===== src/rtl/alu_rdig_pkg.sv =====
// Shared definitions for the RLD/RRD nibble-rotate unit (alu_rdig).
// Holds the FSM state encodings, the operation encodings and the flag layout.
package alu_rdig_pkg;

  // Sequencer states: one memory read, one execute, one memory write, then done.
  typedef enum logic [2:0] {
    RDIG_IDLE  = 3'd0,
    RDIG_READ  = 3'd1,
    RDIG_EXEC  = 3'd2,
    RDIG_WRITE = 3'd3,
    RDIG_DONE  = 3'd4
  } rdig_state_t;

  // Operation select values carried on rdig_op.
  localparam logic RDIG_RLD = 1'b0;
  localparam logic RDIG_RRD = 1'b1;

  // Flag bundle in the order driven on flag_out: {S, Z, P, H}.
  typedef struct packed {
    logic s;
    logic z;
    logic p;
    logic h;
  } rdig_flags_t;

  // Even parity: 1 when the byte holds an even number of ones.
  function automatic logic even_parity(input logic [7:0] value);
    return ~(^value);
  endfunction

endpackage


===== src/rtl/alu_rdig_calc.sv =====
// rdig_calc: purely combinational data path for RLD/RRD.
// Rotates nibbles between the accumulator and the memory byte and derives
// S/Z/P/H from the new accumulator value.
module rdig_calc
  import alu_rdig_pkg::*;
(
  input  logic       op,
  input  logic [7:0] a,
  input  logic [7:0] mem,
  output logic [7:0] new_mem,
  output logic [7:0] new_a,
  output logic [3:0] flags
);

  rdig_flags_t flags_s;

  // Nibble rotation for the selected direction; the accumulator high nibble is always preserved.
  always_comb begin
    new_mem = 8'h00;
    new_a   = 8'h00;
    case (op)
      RDIG_RLD: begin
        new_mem = {mem[3:0], a[3:0]};
        new_a   = {a[7:4], mem[7:4]};
      end
      RDIG_RRD: begin
        new_mem = {a[3:0], mem[7:4]};
        new_a   = {a[7:4], mem[3:0]};
      end
      default: begin
        new_mem = 8'h00;
        new_a   = 8'h00;
      end
    endcase
  end

  // Flags come from the rotated accumulator; half-carry is always cleared.
  always_comb begin
    flags_s   = '0;
    flags_s.s = new_a[7];
    flags_s.z = (new_a == 8'h00);
    flags_s.p = even_parity(new_a);
    flags_s.h = 1'b0;
    flags          = flags_s;
  end

endmodule


===== src/rtl/alu_rdig.sv =====
// alu_rdig: sequencer for the RLD/RRD instructions.
// Reads the byte at HL, rotates nibbles with the accumulator (rdig_calc),
// writes the byte back and presents the new accumulator plus {S,Z,P,H}.
// Build option: define RDIG_WAIT_EN to let mem_ack stretch READ and WRITE;
// without it every memory phase lasts exactly one cycle and mem_ack is ignored.
module alu_rdig
  import alu_rdig_pkg::*;
(
  input  logic        clkc,
  input  logic        resetb,
  input  logic        rdig_start,
  input  logic        rdig_op,
  input  logic [15:0] addr_in,
  input  logic [7:0]  a_in,
  input  logic [7:0]  mem_rdata,
  input  logic        mem_ack,
  output logic        mem_rd,
  output logic        mem_wr,
  output logic [15:0] mem_addr,
  output logic [7:0]  mem_wdata,
  output logic [7:0]  a_out,
  output logic [3:0]  flag_out,
  output logic        busy,
  output logic        done
);

  rdig_state_t state_r;
  rdig_state_t next_state_s;

  logic        op_r;
  logic [7:0]  a_r;
  logic [15:0] addr_r;
  logic [7:0]  mem_r;
  logic [7:0]  new_mem_r;
  logic [7:0]  new_a_r;
  logic [3:0]  flags_r;

  logic [7:0]  calc_mem_s;
  logic [7:0]  calc_a_s;
  logic [3:0]  calc_flags_s;
  logic        mem_ready_s;
  logic        accept_s;
  logic [15:0] addr_sel_s;
  logic [7:0]  wdata_sel_s;

`ifdef RDIG_WAIT_EN
  assign mem_ready_s = mem_ack;
`else
  // Fixed single-cycle memory phases: the acknowledge is intentionally not consulted.
  logic unused_mem_ack;
  assign unused_mem_ack = mem_ack;
  assign mem_ready_s    = 1'b1;
`endif

  assign accept_s = (state_r == RDIG_IDLE) && rdig_start;

  rdig_calc u_calc (
    .op      (op_r),
    .a       (a_r),
    .mem     (mem_r),
    .new_mem (calc_mem_s),
    .new_a   (calc_a_s),
    .flags   (calc_flags_s)
  );

  // Next-state logic: a start is only honoured in IDLE, so requests while busy are dropped.
  always_comb begin
    next_state_s = state_r;
    case (state_r)
      RDIG_IDLE: begin
        if (rdig_start) next_state_s = RDIG_READ;
        else            next_state_s = RDIG_IDLE;
      end
      RDIG_READ: begin
        if (mem_ready_s) next_state_s = RDIG_EXEC;
        else             next_state_s = RDIG_READ;
      end
      RDIG_EXEC:  next_state_s = RDIG_WRITE;
      RDIG_WRITE: begin
        if (mem_ready_s) next_state_s = RDIG_DONE;
        else             next_state_s = RDIG_WRITE;
      end
      RDIG_DONE:  next_state_s = RDIG_IDLE;
      default:    next_state_s = RDIG_IDLE;
    endcase
  end

  // Address and write data for the registered bus outputs; the IDLE path forwards addr_in
  // so the strobe cycle already carries the address being latched.
  always_comb begin
    addr_sel_s  = addr_r;
    wdata_sel_s = new_mem_r;
    if (state_r == RDIG_IDLE) addr_sel_s = addr_in;
    else                      addr_sel_s = addr_r;
    if (state_r == RDIG_EXEC) wdata_sel_s = calc_mem_s;
    else                      wdata_sel_s = new_mem_r;
  end

  // State, operand latches, intermediate results and registered outputs.
  always_ff @(posedge clkc) begin
    if (!resetb) begin
      state_r   <= RDIG_IDLE;
      op_r      <= RDIG_RLD;
      a_r       <= 8'h00;
      addr_r    <= 16'h0000;
      mem_r     <= 8'h00;
      new_mem_r <= 8'h00;
      new_a_r   <= 8'h00;
      flags_r   <= 4'h0;
      mem_rd    <= 1'b0;
      mem_wr    <= 1'b0;
      mem_addr  <= 16'h0000;
      mem_wdata <= 8'h00;
      a_out     <= 8'h00;
      flag_out  <= 4'h0;
      busy      <= 1'b0;
      done      <= 1'b0;
    end else begin
      state_r <= next_state_s;

      if (accept_s) begin
        op_r   <= rdig_op;
        a_r    <= a_in;
        addr_r <= addr_in;
      end

      if ((state_r == RDIG_READ) && mem_ready_s) begin
        mem_r <= mem_rdata;
      end

      if (state_r == RDIG_EXEC) begin
        new_mem_r <= calc_mem_s;
        new_a_r   <= calc_a_s;
        flags_r   <= calc_flags_s;
      end

      if ((state_r == RDIG_WRITE) && (next_state_s == RDIG_DONE)) begin
        a_out    <= new_a_r;
        flag_out <= flags_r;
      end

      mem_rd    <= (next_state_s == RDIG_READ);
      mem_wr    <= (next_state_s == RDIG_WRITE);
      mem_addr  <= ((next_state_s == RDIG_READ) || (next_state_s == RDIG_WRITE)) ? addr_sel_s : 16'h0000;
      mem_wdata <= (next_state_s == RDIG_WRITE) ? wdata_sel_s : 8'h00;
      busy      <= (next_state_s != RDIG_IDLE);
      done      <= (next_state_s == RDIG_DONE);
    end
  end

endmodule


===== config.mk =====
export PLATFORM = sky130hd
export DESIGN_NAME = alu_rdig
export DESIGN_NICKNAME = d
export VERILOG_FILES = /design/src/rtl/alu_rdig_pkg.sv /design/src/rtl/alu_rdig_calc.sv /design/src/rtl/alu_rdig.sv
export SDC_FILE = /design/constraint.sdc
export NUM_CORES = 1
export LEC_CHECK = 0
export ABC_AREA = 1
export CAP_MARGIN = 10
export CORE_AREA = 2 2 107 109
export CTS_CLUSTER_SIZE = 10
export DETAILED_ROUTE_END_ITERATION = 6
export DIE_AREA = 0 0 109 111
export GPL_TIMING_DRIVEN = 0
export PLACE_DENSITY_LB_ADDON = 0.15
export SYNTH_ARGS = -nofsm -noshare
export SYNTH_HDL_FRONTEND = slang
export SYNTH_HIERARCHICAL = 1
export SYNTH_SLANG_ARGS = --single-unit

===== constraint.sdc =====
create_clock -name clkc -period 1.85 [get_ports clkc]
set_input_delay 0.37 -clock clkc [delete_from_list [all_inputs] [get_ports clkc]]
set_output_delay 0.37 -clock clkc [all_outputs]
set_load 0.02 [all_outputs]

# Word-level counts from Yosys, hierarchy flattened
# Index checks and enable logic that the tools add are counted.
# W data, S select, Z words.
totals:
  regBits: 94
  latchBits: 0
  mem_bits_rw: 0
  mem_bits_ro: 0
  in_bits: 37
  output_inout_bits: 40
  word_cells: 39
  memories: 0
classes:
  addsub: 0
  multipliers: 0
  n_div: 0
  magnitude_cmp: 0
  n_eq_ne: 6
  shift: 0
  mux: 6
  bitwise_logic: 2
  n_reduce_logical: 9
op_table:
  columns: ["operator", "count"]
  rows:
  - ["$pmux W8 S2", 2]
  - ["$mux W16", 1]
  - ["$pmux W3 S4", 1]
  - ["$eq A3 B2 Y1 const B", 3]
  - ["$logic_not A8 Y1", 1]
  - ["$mux W8", 1]
  - ["$reduce_xor A8 Y1", 1]
  - ["$eq A3 B1 Y1 const B", 2]
  - ["$reduce_and A2 Y1", 2]
  - ["$eq A3 B3 Y1 const B", 1]
  - ["$logic_not A3 Y1", 1]
  - ["$reduce_bool A3 Y1", 1]
  - ["$logic_and A1 B1 Y1", 2]
  - ["$not A1 Y1", 2]
  - ["$logic_or A1 B1 Y1", 1]
  - ["$mux W1", 1]

# Longest topological paths before layout
# Gate-level depths: netlist of run 1.
depth:
  word_depth: 5
  mapped_depth: 11
  ltp_nobuf: 11

# Hierarchy
# The synthesis of run 1 kept the hierarchy.
by_module_without_submodules:
  columns: ["mod", "instances", "cells_each", "area_per_inst_um2", "seq_area_each_um2"]
  rows:
  - ["alu_rdig", 1, 453, 3400.8, 1921.8]
  - ["rdig_calc", 1, 75, 359.1, 0.0]

# Least setup slack after synthesis of run 1
# Ideal clock, no wire load.
synth_timing:
  path_kind: "reg-to-reg"
  startpoint: "register op_r"
  endpoint: "register flags_r[1]"
  setup_ns: 0.070
  arrival_time_ns: 1.350
  required_ns: 1.780
  slack_ns: 0.429
  path_stages_with_launch: 12
  n_path_buf: 1
  synth_period_minus_slack_ns: 1.421
  path_cell_list: "dfxtp_1 > buf_4 > nand2_1 > o21ai_0 > ha_1 > inv_1 > nand2_1 > nand2_1 > nand2_1 > nand2_1 > nand2_1 > a21oi_1"
synth_between:
  elab_chain_len: 4
synth_lines:
  columns: ["element", "line", "source"]
  rows:
  - ["start, declared", "alu_rdig.sv:30", "logic op_r;"]
  - ["start signal, assigned", "alu_rdig.sv:122", "op_r <= rdig_op;"]
  - ["$not A1 Y1", "alu_rdig_calc.sv:21", "case (op)"]
  - ["$pmux W8 S2 (*)", "alu_rdig_calc.sv:21", null]
  - ["$reduce_xor A8 Y1 (*)", "alu_rdig_pkg.sv:28", "return ~(^value);"]
  - ["$not A1 Y1 (*)", "alu_rdig_pkg.sv:28", null]
  - ["net calc_flags_s[1]", "alu_rdig.sv:40", "logic [3:0] calc_flags_s;"]
  - ["end signal, assigned", "alu_rdig.sv:134", "flags_r <= calc_flags_s;"]
  - ["end, declared", "alu_rdig.sv:36", "logic [3:0] flags_r;"]
# The timed path passes the listed nets; every way through them passes the cells marked *. The select of a mux whose other input is x is not followed.
# A chain may end at the register's enable or synchronous reset.

# Worst setup path in the final report of run 1
# Ends and elaborated chain as after synthesis.

==> results of run 1 <==
## area by class of cell
class / count / area, um^2
Fill cell: 1157 / 6100
Sequential cell: 96 / 1920
Multi-Input combinational cell: 340 / 1440
Timing Repair Buffer: 75 / 751
Clock buffer: 10 / 229
Inverter: 61 / 229
Tap cell: 143 / 179
Buffer: 31 / 174
Clock inverter: 5 / 57.6
## kinds of logic after synthesis
group | after synthesis
adders and majority gates | 4
buffers and inverters | 92
DFF | 96
AOI/OAI and AO/OA | 54
and+or+nand+nor | 281
other | 1
## synthesized netlist by cell type, types with 4 or more instances
cell type,count
nor2_1,95
clkbuf_1,8
a21oi_1,13
nand3_1,34
ha_1,4
nand2_1,149
dfxtp_1,96
o21ai_0,40
buf_2,10
buf_4,12
inv_1,60
## flip-flops by register name, summed over array words and instances, names as in the netlist
name	count
mem_r	8
mem_addr	16
a_out	8
mem_wr	1
flag_out	4
done	1
new_a_r	8
flags_r	4
busy	1
mem_rd	1
mem_wdata	8
addr_r	16
op_r	1
state_r	3
a_r	8
new_mem_r	8
## per-layer routing
metal,vias up,part of all wire,track usage
li1,1773,-,-
met1,1483,0.47,0.192
met2,61,0.46,0.248
met3,13,0.048,0.0329
met4,0,0.022,0.0718
met5,-,0,0
## critical path: stages, from the launching register on
cell and delay [ns]:
dfxtp_1 0.41, buf_4 0.19, nand2_1 0.07, o21ai_0 0.15, ha_1 0.33, inv_1 0.08, nand2_1 0.05, nand2_1 0.06
nand2_1 0.07, nand2_1 0.06, nand2_1 0.05, a21oi_1 0.11
## stage by stage
step	utilization	setup TNS (ns)	worst slack, ns
after detailed placement	0.423	-3.13	-0.202
final	0.449	0	0.160
after global placement	0.423	-2.87	-0.177
after global routing	0.449	0	0.00322
after floorplan	-	0	0.429
after CTS	0.449	0	0.156
## how the worst min path moves through the flow
stage	start	endpoint	slack, ns
finish	flags_r[1]	flags_r[1]	0.47
global placement	flags_r[3]	flags_r[3]	0.46
CTS	new_a_r[3]	new_a_r[3]	0.47
floorplan	flags_r[1]	flags_r[1]	0.44
detailed placement	new_a_r[3]	new_a_r[3]	0.46
global route	new_a_r[3]	new_a_r[3]	0.48
## power groups by stage
stage / sequential, mW / clock [mW] / combinational [mW]
6_report: 2.31 / 1.83 / 0.997
5_1_grt: 2.33 / 1.96 / 1.14
4_1_cts: 2.31 / 1.86 / 1.00
3_5_place_dp: 2.36 / 0 / 1.00
3_3_place_gp: 2.35 / 0 / 0.984
2_1_floorplan: 2.40 / 0 / 0.602
==> results.cfg, run 1 <==
[final_layout]
design_area_um2 = 4980
area_growth_pct = 32.3
final_cells = 761
diodes = 0
layout_commonest_cell = nand2_1
final_cell_mix = nand2_1, dfxtp_1, nor2_1
num-nets-final = 655
drive_gt1_frac = 0.0615

[synthesis]
ys_seq_area_frac = 0.511
synth-compound-area-share = 0.0725
netlist-cell-type-count = 18
synth_fa_ha_area_frac = 0.0133
ys_warn_count = 6
synth_flop_cell = dfxtp_1
synth.avg_cell_area_um2 = 7.12
ys_ff_latch = 96
synth_area_leader_cell = dfxtp_1
synth_top_area_share = 0.511
synth_xor_xnor_area_share = 0
synthMuxAreaShare = 0
synth_edf_count = 0
synth_top_family_by_area = simple AND/OR/NAND/NOR gates
netlist_top_cells_area = dfxtp_1, nand2_1, nor2_1
syn_inst = 528
synth_area_um2 = 3760
async_flop_share = 0
synthSimpleGateAreaFrac = 0.295
synth_fp_nets = 569

[route]
route.detailed.drc = 0
drt-total-wl_um = 8650
firstDrtPassIters = 4
vias = 3330
routedWlPerCell_um = 11.4
ant_nets = 0
drt_iter0_markers = 131
avgViaCountPerCell = 4.38

[timing]
finalCriticalPeriod_ns = 1.69
rsz0062_at_grt = no
setup_violations = 0
finalHoldViolCount = 0
skew_ns = 0.00731
finalCritPeriodShare = 0.913
slew_headroom = 0.648
holdWs_ns = 0.466
worst_pin_slew_ns = 0.528
max_freq_ghz = 0.592
finalMaxSlewViolations = 0

[clock_tree]
holdBufCountCts = 0
clk_pin_slew_worst_paths_ns = 0.06
clk_path_buf_depth = 2
clock_latency_ns = 0.35
cts_resized = 0
post_cts_buffers = 0
clockRootBuffer = clkbuf_16
cts-buffers-inserted = 9
tritoncts = built
clock-sinks = 96
htreeDepth = 3

[pwr]
combPwrFrac = 0.194
switching_share = 0.282
clock_power_share = 0.356
p_switching_mw = 1.45
p_per_area_nw_per_um2 = 1030
total_power_mw = 5.13
intPower_mw = 3.68
p_leak_nw = 2.25
seqPwrFrac = 0.450
ir_worst_vdd_uv = 379

[status]
outcome = complete, no violations

[grt]
grt_max_degree = 16
grt_antenna_before_repair = 0
grt_pass1_vias = 3131
grt_pass1_wl_um = 14400
grt_use_total = 0.153
overflow = 0

[critical_path]
critPathRequiredTime_ns = 2.13
path_max_fanout = 10
critPathLaunch = op_r
rr_endpoint = flags_r[1]
endpoint = flags_r[1]
crit_path_start_kind = register
rrSetupSlack_ns = 0.16
ff2ff_path_depth = 11
cp-end-kind = register
timing.rr.start = op_r
arrival_ns = 1.97
crit_type = reg2reg

[placed_design]
hpwl_um = 6440
io_buffer_count = 75
place_inst = 746
dpl_cell_area_um2 = 4690
place.gp.congestion = 0.868

[die]
io_pins = 77
die_x_um = 109
dieHeight_um = 111
initial_utilization = 0.339
core_area_um2 = 11100
rows = 39
dieArea_um2 = 12100

[hold_path]
holdPathStages = 2
hold_path_class = reg2reg

[job]
maxCapViolCount = 0
(Power assumes the default switching activity.)
==> run 2: changes to the inputs <==
--- a/config.mk
+++ b/config.mk
@@ -6,11 +6,11 @@
 export NUM_CORES = 1
 export LEC_CHECK = 0
 export ABC_AREA = 1
-export CAP_MARGIN = 10
-export CORE_AREA = 2 2 107 109
+export CAP_MARGIN = 20
+export CORE_AREA = 2 2 95 97
 export CTS_CLUSTER_SIZE = 10
 export DETAILED_ROUTE_END_ITERATION = 6
-export DIE_AREA = 0 0 109 111
+export DIE_AREA = 0 0 97 99
 export GPL_TIMING_DRIVEN = 0
 export PLACE_DENSITY_LB_ADDON = 0.15
 export SYNTH_ARGS = -nofsm -noshare
==> run 2 against run 1 <==
- clock power fell by 23%
- count of clock-buffer cells in the layout is 1 lower
- utilization increased by 12 points
- design area down 2.6%
- critical path type unchanged
- highest routed layer unchanged
- sequential power about the same
- clock skew increased by 0.0048 ns
- cell count shrank 4.5%
- routed wire length down 6.1%
- global-route usage rose by 2.4 points
==> results.cfg, run 2 (synthesis results as in run 1) <==
[status]
outcome = complete, no violations

[grt]
grt_pass1_wl_um = 13900
grt_use_total = 0.177
grt_max_degree = 18
overflow = 0
grt_pass1_vias = 3118
grt_antenna_before_repair = 0

[clock_tree]
post_cts_buffers = 0
clk_path_buf_depth = 2
clock-sinks = 96
clock_latency_ns = 0.36
clockRootBuffer = clkbuf_8
clk_pin_slew_worst_paths_ns = 0.10
htreeDepth = 3
cts_resized = 0
cts-buffers-inserted = 9
holdBufCountCts = 0
tritoncts = built

[placed_design]
io_buffer_count = 75
place.gp.congestion = 0.786
hpwl_um = 5950
post-place-ws_ns = -0.185

[final_layout]
drive_gt1_frac = 0.0646
num-nets-final = 655
diodes = 0
final_cell_mix = nand2_1, dfxtp_1, nor2_1
layout_commonest_cell = nand2_1
area_growth_pct = 28.9
reg_top3 = addr_r: 16 flops, mem_addr: 16 flops

[route]
wl_met1_um = 3760
avgViaCountPerCell = 4.55
routedWlPerCell_um = 11.2
route.detailed.drc = 0
dr_wl_met3_um = 307
drt-total-wl_um = 8120
dr_wl_met2_um = 3930
firstDrtPassIters = 4
ant_nets = 0
drt_iter0_markers = 124
highest_layer = met4
vias = 3311

[timing]
finalHoldViolCount = 0
slew_headroom = 0.651
setup_violations = 0
skew_ns = 0.0121
finalMaxSlewViolations = 0
tns_ns = 0
holdWs_ns = 0.467
finalCriticalPeriod_ns = 1.71
max_freq_ghz = 0.583
finalCritPeriodShare = 0.927
worst_pin_slew_ns = 0.524
rsz0062_at_grt = no
timing.final.ws_setup_ns = 0.136

[pwr]
p_leak_nw = 2.20
p_per_area_nw_per_um2 = 968
ir_worst_vdd_uv = 458

[critical_path]
crit_path_start_kind = register
arrival_ns = 2.01
cp-end-kind = register
crit_type = reg2reg
critPathRequiredTime_ns = 2.15
path_max_fanout = 10

[die]
rows = 34
io_pins = 77
dieHeight_um = 99
die_x_um = 97
dieArea_um2 = 9600
initial_utilization = 0.440
core_area_um2 = 8550

[job]
maxCapViolCount = 0

[hold_path]
hold_path_class = reg2reg
run 2: cell types whose count changed in the layout (fill, tap and decap cells not counted):
| cell | before | now |
|---|---|---|
| clkinv_2 | 2 | 1 |
| clkinvlp_4 | 0 | 1 |
| clkbuf_1 | 9 | 8 |
| clkbuf_16 | 9 | 0 |
| inv_6 | 1 | 3 |
| clkbuf_8 | 0 | 9 |
run 2: final cells by class:
cell class	instances	area, um^2
tap	108	135
clock inverter	7	77.6
buffer	31	174
multi-input combinational	340	1440
fill	818	3700
clock buffer	9	124
sequential	96	1920
timing repair buffer	75	751
inverter	61	229
run 2: worst max-delay path: stages, from the launching register on:
cell and delay, ns:
dfxtp_1 0.43, buf_4 0.20, nand2_1 0.06, o21ai_0 0.16, ha_1 0.34, inv_1 0.08, nand2_1 0.05, nand2_1 0.06
nand2_1 0.05, nand2_1 0.05, nand2_1 0.05, a21oi_1 0.11
run 2: per-stage QoR:
stage | instances | cell area, um^2 | util | power [mW]
floorplan | 528 | 3760 | - | 3.00
global placement | 711 | 4650 | 0.543 | 3.32
detailed placement | 711 | 4650 | 0.543 | 3.35
CTS | 727 | 4850 | 0.567 | 4.74
global route | 727 | 4850 | 0.567 | 4.99
finish | 727 | 4850 | 0.567 | 4.69
run 2: final timing paths:
kind | startpoint | end | slack [ns] | cells past startpoint
setup / recovery | op_r | flags_r[1] | 0.14 | 11
hold / removal | new_a_r[7] | new_a_r[7] | 0.47 | 2
setup reg to reg | op_r | flags_r[1] | 0.14 | 11
hold reg to reg | new_a_r[7] | new_a_r[7] | 0.47 | 2
run 2: where the power goes:
group	leakage, nW	internal (mW)	switching [mW]
sequential	0.783	2.23	0.0770
combinational	1.32	0.413	0.579
clock	0.101	0.640	0.757
run 2: layer usage:
layer,vias up,GRT usage
met5,-,0
met4,0,0.0639
met3,10,0.0440
met2,62,0.299
met1,1464,0.220
li1,1775,-
==> run 3: changes to the inputs <==
--- a/config.mk
+++ b/config.mk
@@ -5,14 +5,14 @@
 export SDC_FILE = /design/constraint.sdc
 export NUM_CORES = 1
 export LEC_CHECK = 0
-export ABC_AREA = 1
 export CAP_MARGIN = 20
-export CORE_AREA = 2 2 95 97
+export CORE_AREA = 2 2 92 94
 export CTS_CLUSTER_SIZE = 10
 export DETAILED_ROUTE_END_ITERATION = 6
-export DIE_AREA = 0 0 97 99
+export DIE_AREA = 0 0 94 96
 export GPL_TIMING_DRIVEN = 0
 export PLACE_DENSITY_LB_ADDON = 0.15
+export SKIP_CTS_REPAIR_TIMING = 1
 export SYNTH_ARGS = -nofsm -noshare
 export SYNTH_HDL_FRONTEND = slang
 export SYNTH_HIERARCHICAL = 1
==> run 3 against run 2 <==
- flip-flop and latch count fell by 8
- clock skew fell by 0.0048 ns
- critical path depth fell by 4
- design area fell by 3.8%
- highest routed layer unchanged
- worst hold slack got worse by 0.0047 ns
==> results.cfg, run 3 <==
[hold_path]
min_to = a_out[6]
hold_path_class = reg2reg
holdPathStages = 2
min_from = a_out[6]

[grt]
grt_pass1_vias = 2555
grt_use_total = 0.181
grt_antenna_before_repair = 0
overflow = 0
grt_max_degree = 14
grt_pass1_wl_um = 12500

[clock_tree]
clk_path_buf_depth = 2
clockRootBuffer = clkbuf_8
tritoncts = built
cts-buffers-inserted = 9
clk_pin_slew_worst_paths_ns = 0.08
clock-sinks = 88
clock_latency_ns = 0.34
htreeDepth = 3

[final_layout]
ff_latch_area_um2 = 1770
design_area_um2 = 4660
num-nets-final = 473
multi_input_area_um2 = 1550
layout_commonest_cell = nand2_1
reg_top3 = addr_r: 16 flops, mem_addr: 16 flops
fillers = 725
final_cell_mix = nand2_1, dfxtp_1, clkdlybuf4s50_1
final_cells = 542
area_growth_pct = 33.4
drive_gt1_frac = 0.117
diodes = 0

[placed_design]
place_inst = 526
place.gp.congestion = 0.801
dpl_cell_area_um2 = 4370
io_buffer_count = 74
hpwl_um = 5610

[route]
avgViaCountPerCell = 4.83
ant_nets = 0
vias = 2620
drt-total-wl_um = 7830
route.detailed.drc = 0
drt_iter0_markers = 88
routedWlPerCell_um = 14.5
firstDrtPassIters = 4

[timing]
rsz0062_at_grt = no
setup_violations = 0
worst_pin_slew_ns = 0.593
finalMaxSlewViolations = 0
tns_ns = 0
finalCritPeriodShare = 0.919
max_freq_ghz = 0.588
skew_ns = 0.00729
finalHoldViolCount = 0
slew_headroom = 0.603
finalCriticalPeriod_ns = 1.70

[die]
rows = 33
dieHeight_um = 96
initial_utilization = 0.434
die_x_um = 94
dieArea_um2 = 9020
io_pins = 77
core_area_um2 = 8050

[job]
maxCapViolCount = 0

[synthesis]
synth_area_um2 = 3500
synth_top_cells_by_count = nand2_1, dfxtp_1, mux2i_1, a32o_1
syn_inst = 347
netlist_top_cells_area = dfxtp_1, mux2i_1, nand2_1
synth-compound-area-share = 0.0480
synthMuxAreaShare = 0.200
synth_edf_count = 0
ys_seq_area_frac = 0.504
ys_ff_latch = 88
synth.avg_cell_area_um2 = 10.1
synth_fp_nets = 388
synth_flop_cell = dfxtp_1
synth.most_common_cell = nand2_1
synth_top_family_by_area = multiplexers
netlist-cell-type-count = 26
synth_fa_ha_area_frac = 0.0143
ys_warn_count = 6
async_flop_share = 0
synthSimpleGateAreaFrac = 0.157
synth_top_area_share = 0.504
synth_xor_xnor_area_share = 0.00752
synth_area_leader_cell = dfxtp_1

[critical_path]
critPathRequiredTime_ns = 2.13
ff2ff_path_depth = 7
path_max_fanout = 10
crit_path_start_kind = register
rrSetupSlack_ns = 0.15
rr_endpoint = flags_r[1]
crit_type = reg2reg
arrival_ns = 1.98
timing.rr.start = op_r
cp-end-kind = register

[pwr]
total_power_mw = 4.17
p_leak_nw = 1.80
ir_worst_vdd_uv = 521
p_per_area_nw_per_um2 = 894

[status]
outcome = complete, no violations
==> run 3: cell types whose count changed in the layout (fill, tap and decap cells not counted), moves of 9 or more <==
cell | previous run | this run
a32o_1 | 0 | 16
and2_1 | 0 | 10
nand2_1 | 149 | 102
mux2i_1 | 0 | 57
nor2_1 | 95 | 1
dfxtp_1 | 96 | 87
a21oi_1 | 13 | 0
nand3_1 | 34 | 0
inv_1 | 60 | 8
o21ai_0 | 40 | 0
==> run 3: worst max-delay path by stage <==
stage | start | endpoint | slack [ns] | cells past startpoint
floorplan | op_r | flags_r[1] | 0.30 | 7
global placement | rdig_start | addr_r[3] | -0.08 | 4
detailed placement | rdig_start | addr_r[4] | -0.14 | 4
CTS | op_r | flags_r[1] | -0.08 | 7
global route | op_r | flags_r[1] | 0.03 | 7
finish | op_r | flags_r[1] | 0.15 | 7
==> run 3: power by group <==
group	internal, mW	leakage [nW]	switching, mW	total, mW
combinational	0.315	0.967	0.286	0.601
sequential	1.99	0.718	0.0603	2.05
clock	0.875	0.117	0.649	1.52
total	3.18	1.80	0.996	4.17
==> run 3: cell type report <==
cell class | count | share of cell area
flip-flops and latches | 88 | 0.379
well taps | 105 | 0.0282
inverters | 8 | 0.00644
plain buffers | 34 | 0.0459
clock buffers | 14 | 0.0370
repair buffers | 74 | 0.159
multi-input cells | 217 | 0.332
clock inverters | 2 | 0.0129
==> run 3: worst max-delay path, stage by stage, from the launching register on <==
cell and delay, ns:
dfxtp_4 0.39, buf_12 0.16, mux2i_4 0.29, ha_1 0.27, xnor2_1 0.17, xnor2_1 0.15, nand2_1 0.07, mux2i_1 0.13
==> run 3: metrics by stage <==
stage	utilization	hold slack [ns]	setup WS (ns)
finish	0.579	0.462	0.150
global route	0.579	0.473	0.0256
CTS	0.571	0.465	-0.0841
detailed placement	0.543	0.451	-0.141
global placement	0.543	0.441	-0.0781
floorplan	-	0.434	0.300
==> run 3: cell families after synthesis <==
| family | Yosys count |
|---|---|
| and+or+nand+nor | 123 |
| xor gates and xnor gates | 3 |
| adders and majority gates | 4 |
| other | 1 |
| DFF | 88 |
| buffers and inverters | 42 |
| AOI/OAI and AO/OA | 17 |
| muxes | 69 |
==> run 3: metal layers <==
layer  GRT usage  vias to the layer above  wire length [um]
li1            -                     1324                 -
met1       0.244                     1229              3920
met2       0.293                       58              3450
met3      0.0360                        9               368
met4      0.0580                        0                95
met5           0                        -                 0
